## src/rtl/flash_cmd_scheduler_pkg.sv

```systemverilog
// Shared types and constants for the flash command scheduler: FSM states,
// grant source encodings and the default opcode bytes.
package flash_cmd_scheduler_pkg;

    typedef enum logic [1:0] {
        ST_IDLE  = 2'd0,
        ST_ISSUE = 2'd1,
        ST_WAIT  = 2'd2,
        ST_GAP   = 2'd3
    } state_t;

    localparam logic [1:0] GID_ERASE = 2'd0;
    localparam logic [1:0] GID_WRITE = 2'd1;
    localparam logic [1:0] GID_READ  = 2'd2;

    localparam logic [7:0] OPC_E_DEF = 8'h60;
    localparam logic [7:0] OPC_W_DEF = 8'h80;
    localparam logic [7:0] OPC_R_DEF = 8'h00;

    localparam int N_SRC = 3;
    localparam int ROW_W = 24;
    localparam int CMD_W = 32;

    // Counter width able to hold 0..n-1, never narrower than one bit.
    function automatic int cnt_width(input int n);
        return (n > 1) ? $clog2(n) : 1;
    endfunction

endpackage

```

## src/rtl/flash_cmd_scheduler_rr_arbiter3.sv

```systemverilog
// Three-input round-robin arbiter: the search starts at the source after
// the last grant and wraps erase -> write -> read -> erase.
module rr_arbiter3
    import flash_cmd_scheduler_pkg::*;
(
    input  logic [2:0] i_pend,
    input  logic [1:0] i_last,
    output logic [1:0] o_gnt,
    output logic       o_valid
);

    logic [1:0] w_first;

    // NOTE: every output of a combinational block gets a default first,
    // so no path through the block leaves it unassigned (no latch).
    always_comb begin
        o_gnt   = GID_ERASE;
        o_valid = |i_pend;
        w_first = (i_last == GID_READ) ? GID_ERASE : i_last + 2'd1;
        // Walk from lowest to highest priority so the nearest candidate wins.
        for (int k = 2; k >= 0; k--) begin
            int idx;
            idx = (int'(w_first) + k) % 3;
            if (i_pend[idx]) begin
                o_gnt = 2'(idx);
            end
        end
    end

endmodule

```

## src/rtl/flash_cmd_scheduler.sv

```systemverilog
// Flash command scheduler: latches erase/write/read requests, arbitrates them
// round-robin and sequences each operation through ISSUE, WAIT and GAP.
module flash_cmd_scheduler
    import flash_cmd_scheduler_pkg::*;
#(
    parameter int         TIMEOUT_CYC = 2000000,
    parameter int         GAP_CYC     = 4,
    parameter logic [7:0] OPC_E       = OPC_E_DEF,
    parameter logic [7:0] OPC_W       = OPC_W_DEF,
    parameter logic [7:0] OPC_R       = OPC_R_DEF
) (
    input  logic             clk,
    input  logic             rst,
    input  logic             req_e,
    input  logic             req_w,
    input  logic             req_r,
    input  logic [ROW_W-1:0] row_e,
    input  logic [ROW_W-1:0] row_w,
    input  logic [ROW_W-1:0] row_r,
    input  logic             op_done,
    input  logic             clr_err,
    output logic [CMD_W-1:0] cmd,
    output logic             start_cmd,
    output logic [1:0]       grant_id,
    output logic             busy,
    output logic [2:0]       pend,
    output logic             timeout_err,
    output logic             overrun
);

    localparam int             WD_W     = cnt_width(TIMEOUT_CYC);
    localparam int             GAP_W    = cnt_width(GAP_CYC);
    localparam logic [WD_W-1:0]  WD_LAST  = WD_W'(TIMEOUT_CYC - 1);
    localparam logic [GAP_W-1:0] GAP_LAST = GAP_W'(GAP_CYC - 1);

    state_t             r_state;
    state_t             w_next;
    logic [WD_W-1:0]    r_wd_cnt;
    logic [GAP_W-1:0]   r_gap_cnt;
    logic [2:0]         r_pend;
    logic [ROW_W-1:0]   r_row [N_SRC];
    logic [CMD_W-1:0]   r_cmd;
    logic [1:0]         r_grant_id;
    logic               r_timeout_err;
    logic               r_overrun;

    logic [2:0]         w_req;
    logic [ROW_W-1:0]   w_row_in [N_SRC];
    logic [2:0]         w_clr;
    logic [2:0]         w_ovr_ev;
    logic [1:0]         w_arb_gnt;
    logic               w_arb_valid;
    logic               w_wd_last;
    logic               w_timeout_ev;
    logic               w_gap_last;
    logic               w_grant_load;
    logic [7:0]         w_sel_opc;
    logic [ROW_W-1:0]   w_sel_row;

    assign w_req       = {req_r, req_w, req_e};
    assign w_row_in[0] = row_e;
    assign w_row_in[1] = row_w;
    assign w_row_in[2] = row_r;

    rr_arbiter3 u_arb (
        .i_pend  (r_pend),
        .i_last  (r_grant_id),
        .o_gnt   (w_arb_gnt),
        .o_valid (w_arb_valid)
    );

    assign w_wd_last    = (r_wd_cnt == WD_LAST);
    assign w_gap_last   = (r_gap_cnt == GAP_LAST);
    // A completion on the expiry cycle counts as done, not as a timeout.
    assign w_timeout_ev = (r_state == ST_WAIT) && !op_done && w_wd_last;
    assign w_grant_load = (r_state == ST_IDLE) && w_arb_valid;

    // ---------------- FSM: state register ----------------
    // NOTE: sequential state uses non-blocking assignments so every register
    // samples pre-edge values regardless of statement order.
    always_ff @(posedge clk or negedge rst) begin
        if (!rst) begin
            r_state <= ST_IDLE;
        end else begin
            r_state <= w_next;
        end
    end

    // ---------------- FSM: next-state logic ----------------
    always_comb begin
        w_next = r_state;
        unique case (r_state)
            ST_IDLE:  if (w_arb_valid)           w_next = ST_ISSUE;
            ST_ISSUE:                            w_next = ST_WAIT;
            ST_WAIT:  if (op_done || w_wd_last)  w_next = ST_GAP;
            ST_GAP:   if (w_gap_last)            w_next = ST_IDLE;
            default:                             w_next = ST_IDLE;
        endcase
    end

    // ---------------- FSM: outputs ----------------
    always_comb begin
        start_cmd = (r_state == ST_ISSUE);
        busy      = (r_state != ST_IDLE);
    end

    // Per-state counters restart at zero on every entry and never wrap.
    always_ff @(posedge clk or negedge rst) begin
        if (!rst) begin
            r_wd_cnt  <= '0;
            r_gap_cnt <= '0;
        end else begin
            if (r_state == ST_WAIT && w_next == ST_WAIT) begin
                r_wd_cnt <= r_wd_cnt + WD_W'(1);
            end else begin
                r_wd_cnt <= '0;
            end
            if (r_state == ST_GAP && w_next == ST_GAP) begin
                r_gap_cnt <= r_gap_cnt + GAP_W'(1);
            end else begin
                r_gap_cnt <= '0;
            end
        end
    end

    // A grant clears its pending flag at the end of ISSUE; a request landing
    // on that same cycle re-arms it, otherwise a request on a set flag is lost.
    always_comb begin
        for (int i = 0; i < N_SRC; i++) begin
            w_clr[i]    = (r_state == ST_ISSUE) && (r_grant_id == 2'(i));
            w_ovr_ev[i] = w_req[i] && r_pend[i] && !w_clr[i];
        end
    end

    // NOTE: the three row registers are plain flops, not a RAM, so they are
    // reset like any other state to give a defined cmd after power-up.
    always_ff @(posedge clk or negedge rst) begin
        if (!rst) begin
            r_pend <= '0;
            for (int i = 0; i < N_SRC; i++) begin
                r_row[i] <= '0;
            end
        end else begin
            for (int i = 0; i < N_SRC; i++) begin
                if (w_req[i] && !w_ovr_ev[i]) begin
                    r_pend[i] <= 1'b1;
                    r_row[i]  <= w_row_in[i];
                end else if (w_clr[i]) begin
                    r_pend[i] <= 1'b0;
                end
            end
        end
    end

    always_comb begin
        w_sel_opc = OPC_E;
        w_sel_row = r_row[0];
        unique case (w_arb_gnt)
            GID_WRITE: begin
                w_sel_opc = OPC_W;
                w_sel_row = r_row[1];
            end
            GID_READ: begin
                w_sel_opc = OPC_R;
                w_sel_row = r_row[2];
            end
            default: begin
                w_sel_opc = OPC_E;
                w_sel_row = r_row[0];
            end
        endcase
    end

    // cmd and grant_id are captured on IDLE -> ISSUE and held until the next grant.
    always_ff @(posedge clk or negedge rst) begin
        if (!rst) begin
            r_cmd      <= '0;
            r_grant_id <= GID_READ;
        end else if (w_grant_load) begin
            r_cmd      <= {w_sel_opc, w_sel_row};
            r_grant_id <= w_arb_gnt;
        end
    end

    // Sticky error flags: a new event on the clearing cycle keeps the flag set.
    always_ff @(posedge clk or negedge rst) begin
        if (!rst) begin
            r_timeout_err <= 1'b0;
            r_overrun     <= 1'b0;
        end else begin
            if (w_timeout_ev) begin
                r_timeout_err <= 1'b1;
            end else if (clr_err) begin
                r_timeout_err <= 1'b0;
            end
            if (|w_ovr_ev) begin
                r_overrun <= 1'b1;
            end else if (clr_err) begin
                r_overrun <= 1'b0;
            end
        end
    end

    assign cmd         = r_cmd;
    assign grant_id    = r_grant_id;
    assign pend        = r_pend;
    assign timeout_err = r_timeout_err;
    assign overrun     = r_overrun;

endmodule

```

## config.mk

```make
export PLATFORM = sky130hd
export DESIGN_NAME = flash_cmd_scheduler
export DESIGN_NICKNAME = d
export VERILOG_FILES = /design/src/rtl/flash_cmd_scheduler_pkg.sv /design/src/rtl/flash_cmd_scheduler_rr_arbiter3.sv /design/src/rtl/flash_cmd_scheduler.sv
export SDC_FILE = /design/constraint.sdc
export NUM_CORES = 1
export LEC_CHECK = 0
export BUFFER_PORTS_ARGS = -buffer_cell sky130_fd_sc_hd__buf_2
export CORE_ASPECT_RATIO = 1.5
export CORE_UTILIZATION = 30
export CTS_CLUSTER_DIAMETER = 100
export DETAILED_ROUTE_END_ITERATION = 10
export GPL_ROUTABILITY_DRIVEN = 0
export PLACE_DENSITY_LB_ADDON = 0.1
export SKIP_LAST_GASP = 1
export SLEW_MARGIN = 20
export SYNTH_ARGS = -nofsm -noshare
export SYNTH_HDL_FRONTEND = slang
export SYNTH_SLANG_ARGS = --single-unit
```

## constraint.sdc

```tcl
create_clock -name clk -period 2.2 [get_ports clk]
set_input_delay 0.22 -clock clk [delete_from_list [all_inputs] [get_ports clk]]
set_output_delay 0.22 -clock clk [all_outputs]
set_load 0.01 [all_outputs]
```

# --- Yosys cells after proc, flatten, opt, wreduce, memory -nomap -nowiden ---
# Index checks and enable logic that the tools add are counted.
word_totals:
  inputBits: 79
  output_inout_bits: 41
  ff_bits: 136
  wordCells: 100
op_classes:
  mux: 30
  n_reduce_logical: 35
  eq_ne: 11
  magnitude_cmp: 3
  n_div: 3
  addsub: 5
op_table:
  columns: ["cell", "n"]
  rows:
  - ["32-bit by 4-bit less-than comparator with 1-bit output (second input constant)", 3]
  - ["32-bit by 3-bit modulo with 32-bit output (second input constant)", 2]
  - ["24-bit one-hot mux with 2 select lines", 1]
  - ["3-bit by 3-bit modulo with 32-bit output (second input constant)", 1]
  - ["21-bit by 1-bit adder with 21-bit output (second input constant)", 1]
  - ["21-bit == test (second input constant)", 1]
  - ["21-bit 2-to-1 mux", 1]
  - ["1-bit logical AND", 17]
  - ["2-bit 2-to-1 mux", 8]
  - ["8-bit one-hot mux with 2 select lines", 1]
  - ["1-bit 2-to-1 mux", 15]
  - ["2-bit == test (second input constant)", 7]
  - ["2-bit nonzero test", 6]
  - ["2-bit one-hot mux with 4 select lines", 1]
  - ["1-bit logical NOT", 7]
  - ["1-bit binary-select mux with 2-bit select", 3]
  - ["2-bit by 1-bit == test with 1-bit output (second input constant)", 3]
  - ["3-bit OR reduction", 2]
  - ["2-bit by 1-bit adder with 2-bit output (second input constant)", 2]
  - ["2-bit logical NOT", 2]
  - ["2-bit by 1-bit adder with 3-bit output (second input constant)", 1]
  - ["2-bit by 2-bit adder with 3-bit output (second input constant)", 1]
  - ["1-bit logical OR", 1]

# --- Logic depth before layout (Yosys ltp) ---
# Gate-level depths: netlist (run 1).
logic_depth:
  word_depth: 12
  mapped_depth: 10
  depth_no_buf: 9

# --- Cells and area by module ---
# A second synthesis (run 1) with hierarchy kept.
hier_totals:
  cells_unflattened: 491
  area_unflattened_um2: 5649.2
by_module_without_submodules:
  columns: ["mod", "area_each_um2", "seq_area_each_um2", "n_inst", "cells_per_inst"]
  rows:
  - ["flash_cmd_scheduler", 5599.1, 3254.4, 1, 483]
  - ["rr_arbiter3", 50.0, 0.0, 1, 8]

# --- Least setup slack after synthesis (run 1) ---
# No wires, ideal clock.
synth_path:
  kind: "register -> register"
  from: "register r_grant_id[1], in the netlist grant_id[1]"
  to: "register r_cmd[23], in the netlist cmd[23]"
  required_time_ps: 2117
  setup_time_ps: 83
  path_buffers: 2
  path_stages_with_launch: 10
  t_arrival_ps: 1983
  slack_ps: 134
  period_less_slack_ps: 2066
  path_cell_list: "dfstp_2 > nand2b_1 > nand2_1 > nand2_1 > inv_1 > ha_1 > buf_1 > clkbuf_1 > a21oi_1 > o21ai_0"
synth_between:
  elab_chain_cells: 12
  word_cells_on_any_way: 23
  cone_classes: "3 x add/sub; 3 x div; 3 x eq/ne; 14 x mux"
synth_rtl:
  columns: ["item", "line", "rtl"]
  rows:
  - ["start: declaration", "flash_cmd_scheduler.sv:43", "logic [1:0] r_grant_id;"]
  - ["start signal: assignment", "flash_cmd_scheduler.sv:181", "r_grant_id <= w_arb_gnt;"]
  - ["2-bit by 1-bit adder with 2-bit output / 2-bit == test (equally long branches)", "flash_cmd_scheduler_rr_arbiter3.sv:19", "w_first = (i_last == GID_READ) ? GID_ERASE : i_last + 2'd1;"]
  - ["2-bit 2-to-1 mux (*)", "flash_cmd_scheduler_rr_arbiter3.sv:19", null]
  - ["2-bit by 2-bit adder with 3-bit output", "flash_cmd_scheduler_rr_arbiter3.sv:23", "idx = (int'(w_first) + k) % 3;"]
  - ["32-bit by 3-bit modulo with 32-bit output", "flash_cmd_scheduler_rr_arbiter3.sv:23", null]
  - ["1-bit binary-select mux with 2-bit select", "flash_cmd_scheduler_rr_arbiter3.sv:24", "if (i_pend[idx]) begin"]
  - ["1-bit 2-to-1 mux (implied by the code) (2 in series)", "flash_cmd_scheduler_rr_arbiter3.sv:24", null]
  - ["2-bit 2-to-1 mux (2 in series)", "flash_cmd_scheduler_rr_arbiter3.sv:24", null]
  - ["2-bit 2-to-1 mux (*)", "flash_cmd_scheduler_rr_arbiter3.sv:24", null]
  - ["net u_arb.o_gnt[1]", "flash_cmd_scheduler_rr_arbiter3.sv:8", "output logic [1:0] o_gnt,"]
  - ["2-bit == test / 2-bit by 1-bit == test with 1-bit output (equally long branches)", "flash_cmd_scheduler.sv:158", "unique case (w_arb_gnt)"]
  - ["24-bit one-hot mux with 2 select lines (*)", "flash_cmd_scheduler.sv:158", null]
  - ["end signal: assignment", "flash_cmd_scheduler.sv:180", "r_cmd <= {w_sel_opc, w_sel_row};"]
  - ["end: declaration", "flash_cmd_scheduler.sv:42", "logic [CMD_W-1:0] r_cmd;"]
# Mark *: on every way through the listed nets, which the timed path passes. The rest lies on a longest branch. The select of a mux whose other input is x is not followed.
# A chain may end at the register's enable or synchronous reset.

# --- Worst setup path in the final report (run 1) ---
layout_path:
  from: "register r_wd_cnt[9]"
  to: "register r_wd_cnt[17]"
layout_between:
  elab_chain_cells: 7
  word_cells_on_any_way: 8
  cone_classes: "1 x add/sub; 2 x eq/ne; 3 x mux; 2 x reduce/logical"
layout_rtl:
  columns: ["item", "line", "rtl"]
  rows:
  - ["start: declaration", "flash_cmd_scheduler.sv:38", "logic [WD_W-1:0] r_wd_cnt;"]
  - ["start signal: assignment", "flash_cmd_scheduler.sv:114", "r_wd_cnt <= r_wd_cnt + WD_W'(1);"]
  - ["21-bit == test", "flash_cmd_scheduler.sv:72", "assign w_wd_last = (r_wd_cnt == WD_LAST);"]
  - ["1-bit logical OR", "flash_cmd_scheduler.sv:95", "ST_WAIT: if (op_done || w_wd_last) w_next = ST_GAP;"]
  - ["2-bit 2-to-1 mux", "flash_cmd_scheduler.sv:95", null]
  - ["2-bit one-hot mux with 4 select lines", "flash_cmd_scheduler.sv:92", "unique case (r_state)"]
  - ["2-bit == test", "flash_cmd_scheduler.sv:113", "if (r_state == ST_WAIT && w_next == ST_WAIT) begin"]
  - ["1-bit logical AND", "flash_cmd_scheduler.sv:113", null]
  - ["21-bit 2-to-1 mux (*)", "flash_cmd_scheduler.sv:113", null]
# Every way passes the cells marked *; elsewhere a longest branch is shown, timed or not.

==> qor.yml, run 1 <==
grt_use_total_pct: 15.6
post-cts-setup-buffers: 0
syn_to_final_growth_pct: 29.6
drc_errors: 0
die_y_um: 170
fill_cells: 1888
crit_required_ns: 2.50
hold_viol: 0
r2r-end: "r_wd_cnt[17]"
final_cells: 886
hp-start: "row_e[11]"
ys_seq_area_share_pct: 57.6
clk_pin_slew_ns: 0.06
rr_startpoint: "r_wd_cnt[9]"
final-seq-area_um2: 3250
ys_async_sr_fraction_pct: 100
synth.top_cell.area_share_pct: 57.2
path_class: "flop to flop"
die-width_um: 114
endpoint_kind: "flop"
root_buffer: "clkbuf_16"
p_leak_nw: 3.40
p_comb_share_pct: 29.7
switching_share_pct: 31.5
syn_avg_cell_area_um2: 11.5
syn_area_um2: 5650
multi_input_area_um2: 2230
cts_tree: "built"
grt_setup_unrepaired: "no"
arrival_ns: 2.38
grt_pass1_vias: 4081
post-route-period-util_pct: 94.8
synthTopCellsByArea: "dfrtp_1 57%, mux2_2 15%, a22oi_1 3.2%"
finalMaxSlewViolations: 0
power_frac_clock_pct: 33.1
clock.fmax_mhz: 479
clk_latency_ns: 0.42
finalWirelength_mm: 14.4
slew_headroom_pct: 58.1
cp_max_fo: 21
cts_buffers: 17
fin_util_pct: 39.6
synth-main-ff-cell: "dfrtp_1"
maxCapViolCount: 0
period_needed_ns: 2.09
synth-seq-cells: 130
irDropWorstVdd_mv: 0.716
dpl_worst_slack_ns: 0.0978
io_buffers: 114
hold_depth: 2
cts-htree-levels: 4
clock_skew_ns: 0.00691
max_slew.worst_pin.slew_ns: 0.628
outcome: "completed"
grt_max_degree: 64
cts.sinks: 130
syn_inst: 492
reg2reg_setup_slack_ns: 0.11
dieArea_um2: 19400
ioPinCount: 120
drive_above_1_share_pct: 39.4
grt_pass1_wl_mm: 22.5
initial_core_util_pct: 30.6
power_density_nw_per_um2: 1280
p_int_mw: 6.44
first_pass_iters: 5
hold_end: "r_row[59]"
grt-ovfl-total: 0
clock_path_buffers: 2
p_seq_share_pct: 37.2
row_count: 61
start_kind: "flop"
diodes: 0
yosys_warnings: 0
p_sw_mw: 2.97
antenna_left: 0
synth_cell_types: 42
setup_viol: 0
vias: 4061
drt-initial-drc-count: 139
synth_edf_count: 0
dp_hpwl_mm: 10.0
antenna_found_initial: 0
fin_setup_tns_ns: 0
r2r_cells: 5
fin_ws_ns: 0.114
nets: 705
dp.cells: 851
yosysTopAreaCell: "dfrtp_1"
vias_per_cell: 4.58
min_path_type: "input port to flop"
wl_per_cell_um: 16.2
core_um2: 18500
sequential cells by signal (all words and copies together), names as in the netlist:
| register | flops |
|---|---|
| timeout_err | 1 |
| overrun | 1 |
| r_gap_cnt | 2 |
| cmd | 26 |
| r_wd_cnt | 21 |
| r_row | 72 |
| grant_id | 2 |
| pend | 3 |
| r_state | 2 |
metrics by stage:
step | power [mW] | hold slack, ns | area, µm²
2_1_floorplan | 5.30 | -0.0756 | 5660
3_3_place_gp | 6.35 | 0.256 | 6630
3_5_place_dp | 6.41 | 0.261 | 6630
4_1_cts | 9.57 | 0.00798 | 7310
5_1_grt | 9.98 | 0.00961 | 7320
6_report | 9.40 | 0.0286 | 7320
layout by cell type (no fill, tap or decap), types with 2 or more instances in the layout:
cell / instances
o21ai_0: 34
o22ai_1: 2
mux2_2: 74
ha_1: 3
conb_1: 5
a22oi_1: 24
ha_2: 2
buf_12: 5
or4b_1: 2
or4_1: 3
inv_6: 2
nand3_1: 6
buf_2: 113
nor3b_1: 2
clkinvlp_4: 3
nand4_1: 2
clkinv_2: 3
or3_1: 5
dfrtp_1: 129
and3_1: 2
clkbuf_16: 17
nor2_1: 43
or4_4: 2
buf_4: 14
nand2_1: 44
xor2_1: 3
nor3_1: 4
a21oi_1: 31
nand2b_1: 4
o31ai_1: 3
bufinv_16: 5
dlygate4sd3_1: 3
inv_1: 14
xnor2_1: 8
synthesized netlist by cell type (2+ instances only):
cell type	n
nand2b_1	4
nor3_1	4
inv_1	14
nand4_1	2
and3_1	2
nand3_1	6
a21oi_1	31
o22ai_1	2
clkbuf_1	20
dfrtp_1	129
nor3b_1	2
o31ai_1	4
mux2_2	74
o21ai_0	34
xor2_1	3
buf_4	8
or4b_1	2
a22oi_1	24
xnor2_1	8
nor2_1	43
ha_1	5
nand2_1	44
or4_1	4
or3_1	5
worst max path at each step:
stage                            from      endpoint  slack, ns  cells after the start
final                     r_wd_cnt[9]  r_wd_cnt[17]       0.11                      5
after global routing      grant_id[1]        cmd[1]      0.007                      7
after CTS                 grant_id[1]        cmd[0]       0.08                      7
after detailed placement  grant_id[1]        cmd[0]        0.1                      7
after global placement    grant_id[1]       cmd[20]       0.14                     10
after floorplan           grant_id[1]       cmd[23]       0.13                      9
metal layers:
layer / global-route usage, % / up-vias / share of wire (%)
li1: - / 1966 / -
met4: 5.93 / 0 / 1.6
met2: 26.6 / 78 / 52
met1: 18.6 / 1998 / 42
met5: 0 / - / 0
met3: 3.95 / 19 / 3.6
power by group through the flow:
stage	logic [mW]	clock network, mW	registers [mW]
2_1_floorplan	1.80	0	3.50
3_3_place_gp	2.85	0	3.51
3_5_place_dp	2.87	0	3.53
4_1_cts	2.89	3.19	3.50
5_1_grt	3.10	3.29	3.58
6_report	2.80	3.11	3.49
cells by family after synthesis:
group / Yosys count / share of synthesized area (%)
DFF: 130 / 57.6
and+or+nand+nor: 126 / 10.7
AOI/OAI and AO/OA: 101 / 10.6
muxes: 74 / 14.8
buffers and inverters: 44 / 3.48
xor gates and xnor gates: 11 / 1.71
adders and majority gates: 5 / 1.11
other: 1 / 0.0664
what timing repair did:
item,in CTS,in global routing
hold endpoints to repair,61,0
hold buffers,3,0
endpoints found under the setup margin,0,10
gates resized for setup,0,2
critical path: stages (launching register included):
cell and delay (ns):
dfrtp_1 0.42, or4b_1 0.51, or4_1 0.60, o21ai_2 0.19, buf_12 0.18, a21oi_1 0.05
layout make-up:
type,instances,share of cell area (%)
Tap cell,252,4.31
Clock inverter,13,2.80
Sequential cell,130,44.5
Inverter,14,0.718
Timing Repair Buffer,136,11.1
Multi-Input combinational cell,322,30.5
Clock buffer,19,6.05
Power figures use the tool's default switching activity.
==> run 2, diff against run 1 <==
--- a/config.mk
+++ b/config.mk
@@ -6,6 +6,8 @@
 export NUM_CORES = 1
 export LEC_CHECK = 0
 export BUFFER_PORTS_ARGS = -buffer_cell sky130_fd_sc_hd__buf_2
+export CELL_PAD_IN_SITES_DETAIL_PLACEMENT = 0
+export CELL_PAD_IN_SITES_GLOBAL_PLACEMENT = 1
 export CORE_ASPECT_RATIO = 1.5
 export CORE_UTILIZATION = 30
 export CTS_CLUSTER_DIAMETER = 100
==> run 2 against run 1 <==
  * Combinational power barely moved
  * Power fell by 2.1%
  * First-iteration DRC count rose by 27%
  * Setup slack barely moved
  * Non-clock buffer count fell by 1
  * Core utilization fell by 0.24 points
  * Final cell count rose by 0.11%
  * Sequential share of layout area rose by 0.27 points
  * Critical path depth did not move
  * Flip-flop and latch count did not move
  * Via count barely moved
  * Design area fell by 0.60%
  * Highest routed layer is now met5
==> qor.yml, run 2 (same netlist as run 1, synthesis figures left out) <==
outcome: "completed"
p_comb_share_pct: 30.3  # +0.6 points
drt-initial-drc-count: 177  # +27%
finalWirelength_mm: 14.4  # +0.28%
core_um2: 18500  # unchanged
ioPinCount: 120  # unchanged
cts_buffers: 17  # unchanged
vias: 4060  # -0.025%
critical_path.top_delay_family: "simple AND/OR/NAND/NOR gates"
cts.sinks: 130  # unchanged
clock_skew_ns: 0.00879  # +0.00188 ns
final_cell_mix: "129 x dfrtp_1, 113 x buf_2, 74 x mux2_2"
clock_path_buffers: 2  # unchanged
dpl_worst_slack_ns: 0.0878  # -0.0100 ns
grt_setup_unrepaired: "no"
crit_chain: "or4b_1 -> or4_1 -> o21ai_2 -> buf_12 -> a21oi_1"
final_cells: 887  # +0.11%
syn_to_final_growth_pct: 28.8
power_mw: 9.21  # -2.1%
switching_share_pct: 32.3  # +0.78 points
grt_use_total_pct: 16.0  # +0.39 points
power_frac_clock_pct: 31.6  # -1.5 points
drc_errors: 0  # unchanged
p_sw_mw: 2.98  # +0.37%
post-route-period-util_pct: 94.8  # about the same
setup_viol: 0  # unchanged
antenna_left: 0  # unchanged
largest_reg_flops: 72  # unchanged
finalMaxSlewViolations: 0  # unchanged
die_y_um: 170  # unchanged
final_common_cell: "dfrtp_1"
row_count: 61  # unchanged
vias_per_cell: 4.58  # -0.14%
io_buffers: 114  # unchanged
irDropWorstVdd_mv: 0.623  # -13%
arrival_ns: 2.38  # about the same
cts-htree-levels: 4  # unchanged
p_seq_share_pct: 38.0  # +0.8 points
first_pass_iters: 4  # -1
fin_ws_ns: 0.114  # +0.0000640 ns
reg2reg_setup_slack_ns: 0.11  # about the same
min_path_type: "input port to flop"
period_needed_ns: 2.09  # -0.0000640 ns
critPathSlowestCell: "or4_1"
clock.fmax_mhz: 479  # about the same
cpPeakStageDelay_ns: 0.61  # about the same
initial_core_util_pct: 30.6  # unchanged
holdWs_ns: 0.0282  # -0.000459 ns
power_density_nw_per_um2: 1270  # -1.5%
endpoint_kind: "flop"
cts_tree: "built"
grt_pass1_vias: 4283  # +4.9%
die-width_um: 114  # unchanged
path_buf_inv: 1  # unchanged
path_class: "flop to flop"
root_buffer: "clkbuf_16"
p_leak_nw: 3.38  # -0.70%
hold_viol: 0  # unchanged
wl_per_cell_um: 16.3  # +0.17%
dieArea_um2: 19400  # unchanged
clk_pin_slew_ns: 0.06  # about the same
grt_max_degree: 51  # -20%
maxCapViolCount: 0  # unchanged
start_kind: "flop"
drive_above_1_share_pct: 39.3  # -0.096 points
antenna_found_initial: 2  # +2
crit_required_ns: 2.49  # about the same
dp_hpwl_mm: 10.2  # +1.8%
fin_setup_tns_ns: 0  # unchanged
nets: 704  # -0.14%
grt-ovfl-total: 0  # unchanged
dp.cells: 852  # +0.12%
largest-register: "r_row"
p_int_mw: 6.23  # -3.2%
clk_latency_ns: 0.42  # about the same
cp_max_fo: 21  # unchanged
grt_pass1_wl_mm: 23.1  # +2.7%
[run 2: cell types whose count changed in the layout (fill, tap and decap cells not counted), sizes merged]
cell | before | now
clkbuf | 19 | 18
dlygate4sd3 | 3 | 1
diode | 0 | 2
inv | 16 | 17
bufinv | 5 | 3
clkinv | 3 | 5
buf | 133 | 134
[run 2: path summary, 6_finish.rpt]
path	cells after the start	startpoint	end
worst min-delay path	2	row_w[10]	r_row[34]
max in group asynchronous	3	rst	r_wd_cnt[17]
min in group asynchronous	2	rst	r_gap_cnt[0]
worst min register to register	1	r_gap_cnt[0]	r_gap_cnt[0]
worst max-delay path	5	r_wd_cnt[9]	r_wd_cnt[18]
worst max register to register	5	r_wd_cnt[9]	r_wd_cnt[18]
[run 2: area by class of cell]
type | count | area [µm²]
fill | 1881 | 11200
sequential | 130 | 3250
multi-input combinational | 322 | 2240
timing repair buffer | 135 | 800
clock buffer | 18 | 429
tap | 252 | 315
clock inverter | 14 | 179
inverter | 14 | 52.6
antenna | 2 | 5.00
[run 2: power by group through the flow]
stage / registers (mW) / logic (mW) / clock network, mW
after global routing: 3.59 / 3.13 / 3.10
after floorplan: 3.50 / 1.80 / 0
after detailed placement: 3.55 / 2.82 / 0
after CTS: 3.51 / 2.82 / 3.00
after global placement: 3.52 / 2.78 / 0
final: 3.50 / 2.79 / 2.91
[run 2: per-layer routing]
layer  GRT usage (%)  share of wire, %  up-vias
met1            18.3                41     1970
met4            6.27               1.7        2
met3            5.09               5.1       21
li1                -                 -     1975
met5               0             0.083        -
met2            27.4                52       92
[run 2: through the flow]
step	util [%]	area, µm²
6_report	39.4	7270
5_1_grt	39.4	7270
4_1_cts	39.3	7260
3_5_place_dp	36.0	6640
3_3_place_gp	36.0	6640
2_1_floorplan	-	5660
[run 2: what timing repair did]
item,in CTS,in global routing
setup buffers,0,0
resized for setup,0,1
hold buffers,1,0
setup endpoints to repair,0,1
endpoints found under the hold margin,46,0
==> run 3, diff against run 2 <==
--- a/config.mk
+++ b/config.mk
@@ -6,6 +6,7 @@
 export NUM_CORES = 1
 export LEC_CHECK = 0
 export BUFFER_PORTS_ARGS = -buffer_cell sky130_fd_sc_hd__buf_2
+export CAP_MARGIN = 40
 export CELL_PAD_IN_SITES_DETAIL_PLACEMENT = 0
 export CELL_PAD_IN_SITES_GLOBAL_PLACEMENT = 1
 export CORE_ASPECT_RATIO = 1.5
@@ -14,6 +15,7 @@
 export DETAILED_ROUTE_END_ITERATION = 10
 export GPL_ROUTABILITY_DRIVEN = 0
 export PLACE_DENSITY_LB_ADDON = 0.1
+export SETUP_SLACK_MARGIN = 0.5
 export SKIP_LAST_GASP = 1
 export SLEW_MARGIN = 20
 export SYNTH_ARGS = -nofsm -noshare
==> run 3 against run 2 <==
  * Die area did not move
  * Register-to-register slack improved by 0.09 ns
  * Flip-flop and latch count did not move
  * Final cell count rose by 5.2%
  * Worst hold slack barely moved
  * Clock power fell by 10%
  * Count of clock-buffer cells in the layout rose by 8
  * Largest power group is now combinational logic
==> qor.yml, run 3 (same netlist as run 1, synthesis figures left out) <==
finalWirelength_mm: 17.5  # +21%
dp_hpwl_mm: 10.2  # -0.72%
cpPeakStageDelay_ns: 0.57  # -0.04 ns
initial_core_util_pct: 30.6  # unchanged
clk_pin_slew_ns: 0.05  # about the same
nets: 753  # +7.0%
hold_viol: 0  # unchanged
root_buffer: "clkbuf_16"
vias: 4370  # +7.6%
grt-ovfl-total: 0  # unchanged
cts.sinks: 130  # unchanged
cts-htree-levels: 4  # unchanged
diodes: 0  # -2
power_density_nw_per_um2: 1480  # +17%
arrival_ns: 2.34  # -0.04 ns
fin_util_pct: 46.2  # +6.8 points
grt_use_total_pct: 17.3  # +1.3 points
clock.fmax_mhz: 502  # +4.6%
finalMaxSlewViolations: 0  # unchanged
wl_per_cell_um: 18.8  # +15%
dp.cells: 847  # -0.59%
irDropWorstVdd_mv: 0.621  # -0.37%
crit_required_ns: 2.54  # +0.05 ns
path_class: "flop to flop"
syn_to_final_growth_pct: 51.0
r2r_cells: 5  # unchanged
final_cells: 933  # +5.2%
grt_pass1_wl_mm: 24.6  # +6.3%
io_buffers: 114  # unchanged
period_needed_ns: 1.99  # -0.0921 ns
die_y_um: 170  # unchanged
path_buf_inv: 1  # unchanged
largest_reg_flops: 72  # unchanged
outcome: "completed"
endpoint_kind: "flop"
clock_skew_ns: 0.00611  # -0.00268 ns
maxCapViolCount: 0  # unchanged
antenna_found_initial: 0  # -2
cts_tree: "built"
drc_errors: 0  # unchanged
core_um2: 18500  # unchanged
grt_setup_unrepaired: "yes"
fin_setup_tns_ns: 0  # unchanged
cp_max_fo: 4  # -81%
ioPinCount: 120  # unchanged
critical_path.top_delay_family: "simple AND/OR/NAND/NOR gates"
post-route-period-util_pct: 90.6  # -4.2 points
first_pass_iters: 4  # unchanged
vias_per_cell: 4.68  # +2.3%
antenna_left: 0  # unchanged
start_kind: "flop"
cp.depth: 5  # unchanged
row_count: 61  # unchanged
setup_viol: 0  # unchanged
largest-register: "r_row"
drive_above_1_share_pct: 55.7  # +16 points
dieArea_um2: 19400  # unchanged
cts_buffers: 17  # unchanged
final_cell_mix: "125 x dfrtp_1, 113 x buf_2, 54 x mux2_2"
clock_path_buffers: 2  # unchanged
final_common_cell: "dfrtp_1"
hold_depth: 2  # unchanged
grt_pass1_vias: 4437  # +3.6%
grt_max_degree: 50  # -2.0%
critPathSlowestCell: "or4_4"
fill_cells: 1781  # -5.3%
min_path_type: "input port to flop"
die-width_um: 114  # unchanged
clk_latency_ns: 0.42  # about the same
crit_chain: "or4b_1 -> or4_4 -> buf_4 -> o21a_1 -> o21ai_1"
p_leak_nw: 3.94  # +17%
drt-initial-drc-count: 209  # +18%
==> run 3: layout make-up <==
| cell class | count | area (µm²) | area share (%) |
|---|---|---|---|
| flip-flops and latches | 130 | 3260 | 38.2 |
| multi-input cells | 322 | 2750 | 32.2 |
| repair buffers | 184 | 1610 | 18.9 |
| clock buffers | 26 | 519 | 6.09 |
| well taps | 252 | 315 | 3.70 |
| inverters | 14 | 52.6 | 0.616 |
| clock inverters | 5 | 25.0 | 0.293 |
==> run 3: routing by layer <==
layer	vias to the layer above	GRT usage (%)	wire, µm
met5	-	0	0
met4	0	5.19	414
met3	23	4.31	627
met2	97	30.9	9430
met1	2174	20.1	7040
li1	2076	-	-
==> run 3: power by group <==
group	internal, mW	switching (mW)	total, mW
combinational	3.72	2.65	6.37
clock	1.60	1.00	2.61
sequential	3.12	0.532	3.65
==> run 3: worst paths after layout <==
check                                  start            to  slack, ns
worst max-delay path            r_wd_cnt[13]    r_state[0]       0.21
worst min-delay path               row_r[17]     r_row[17]       0.03
worst max register to register  r_wd_cnt[13]    r_state[0]       0.21
worst min register to register  r_gap_cnt[0]  r_gap_cnt[0]       0.44
max in group asynchronous                rst   grant_id[1]       1.19
min in group asynchronous                rst     r_row[25]       0.28
==> run 3: per-stage QoR <==
stage          total power [mW]  instance area [µm²]  hold WS (ns)  setup WS, ns
6_report                   12.6                 8530        0.0282         0.206
5_1_grt                    13.3                 8530        0.0168         0.147
4_1_cts                    11.5                 7890       0.00368         0.188
3_5_place_dp               6.86                 6780         0.167         0.172
3_3_place_gp               6.77                 6770         0.161         0.206
2_1_floorplan              6.00                 5950       -0.0756         0.281
==> run 3: timing repair <==
item | CTS | global route
endpoints found under the hold margin | 38 | 0
cloned | 6 | 7
endpoints found under the setup margin | 97 | 116
pin swaps | 17 | 34
gates resized for setup | 53 | 79
hold buffers | 1 | 0
buffers inserted | 23 | 18
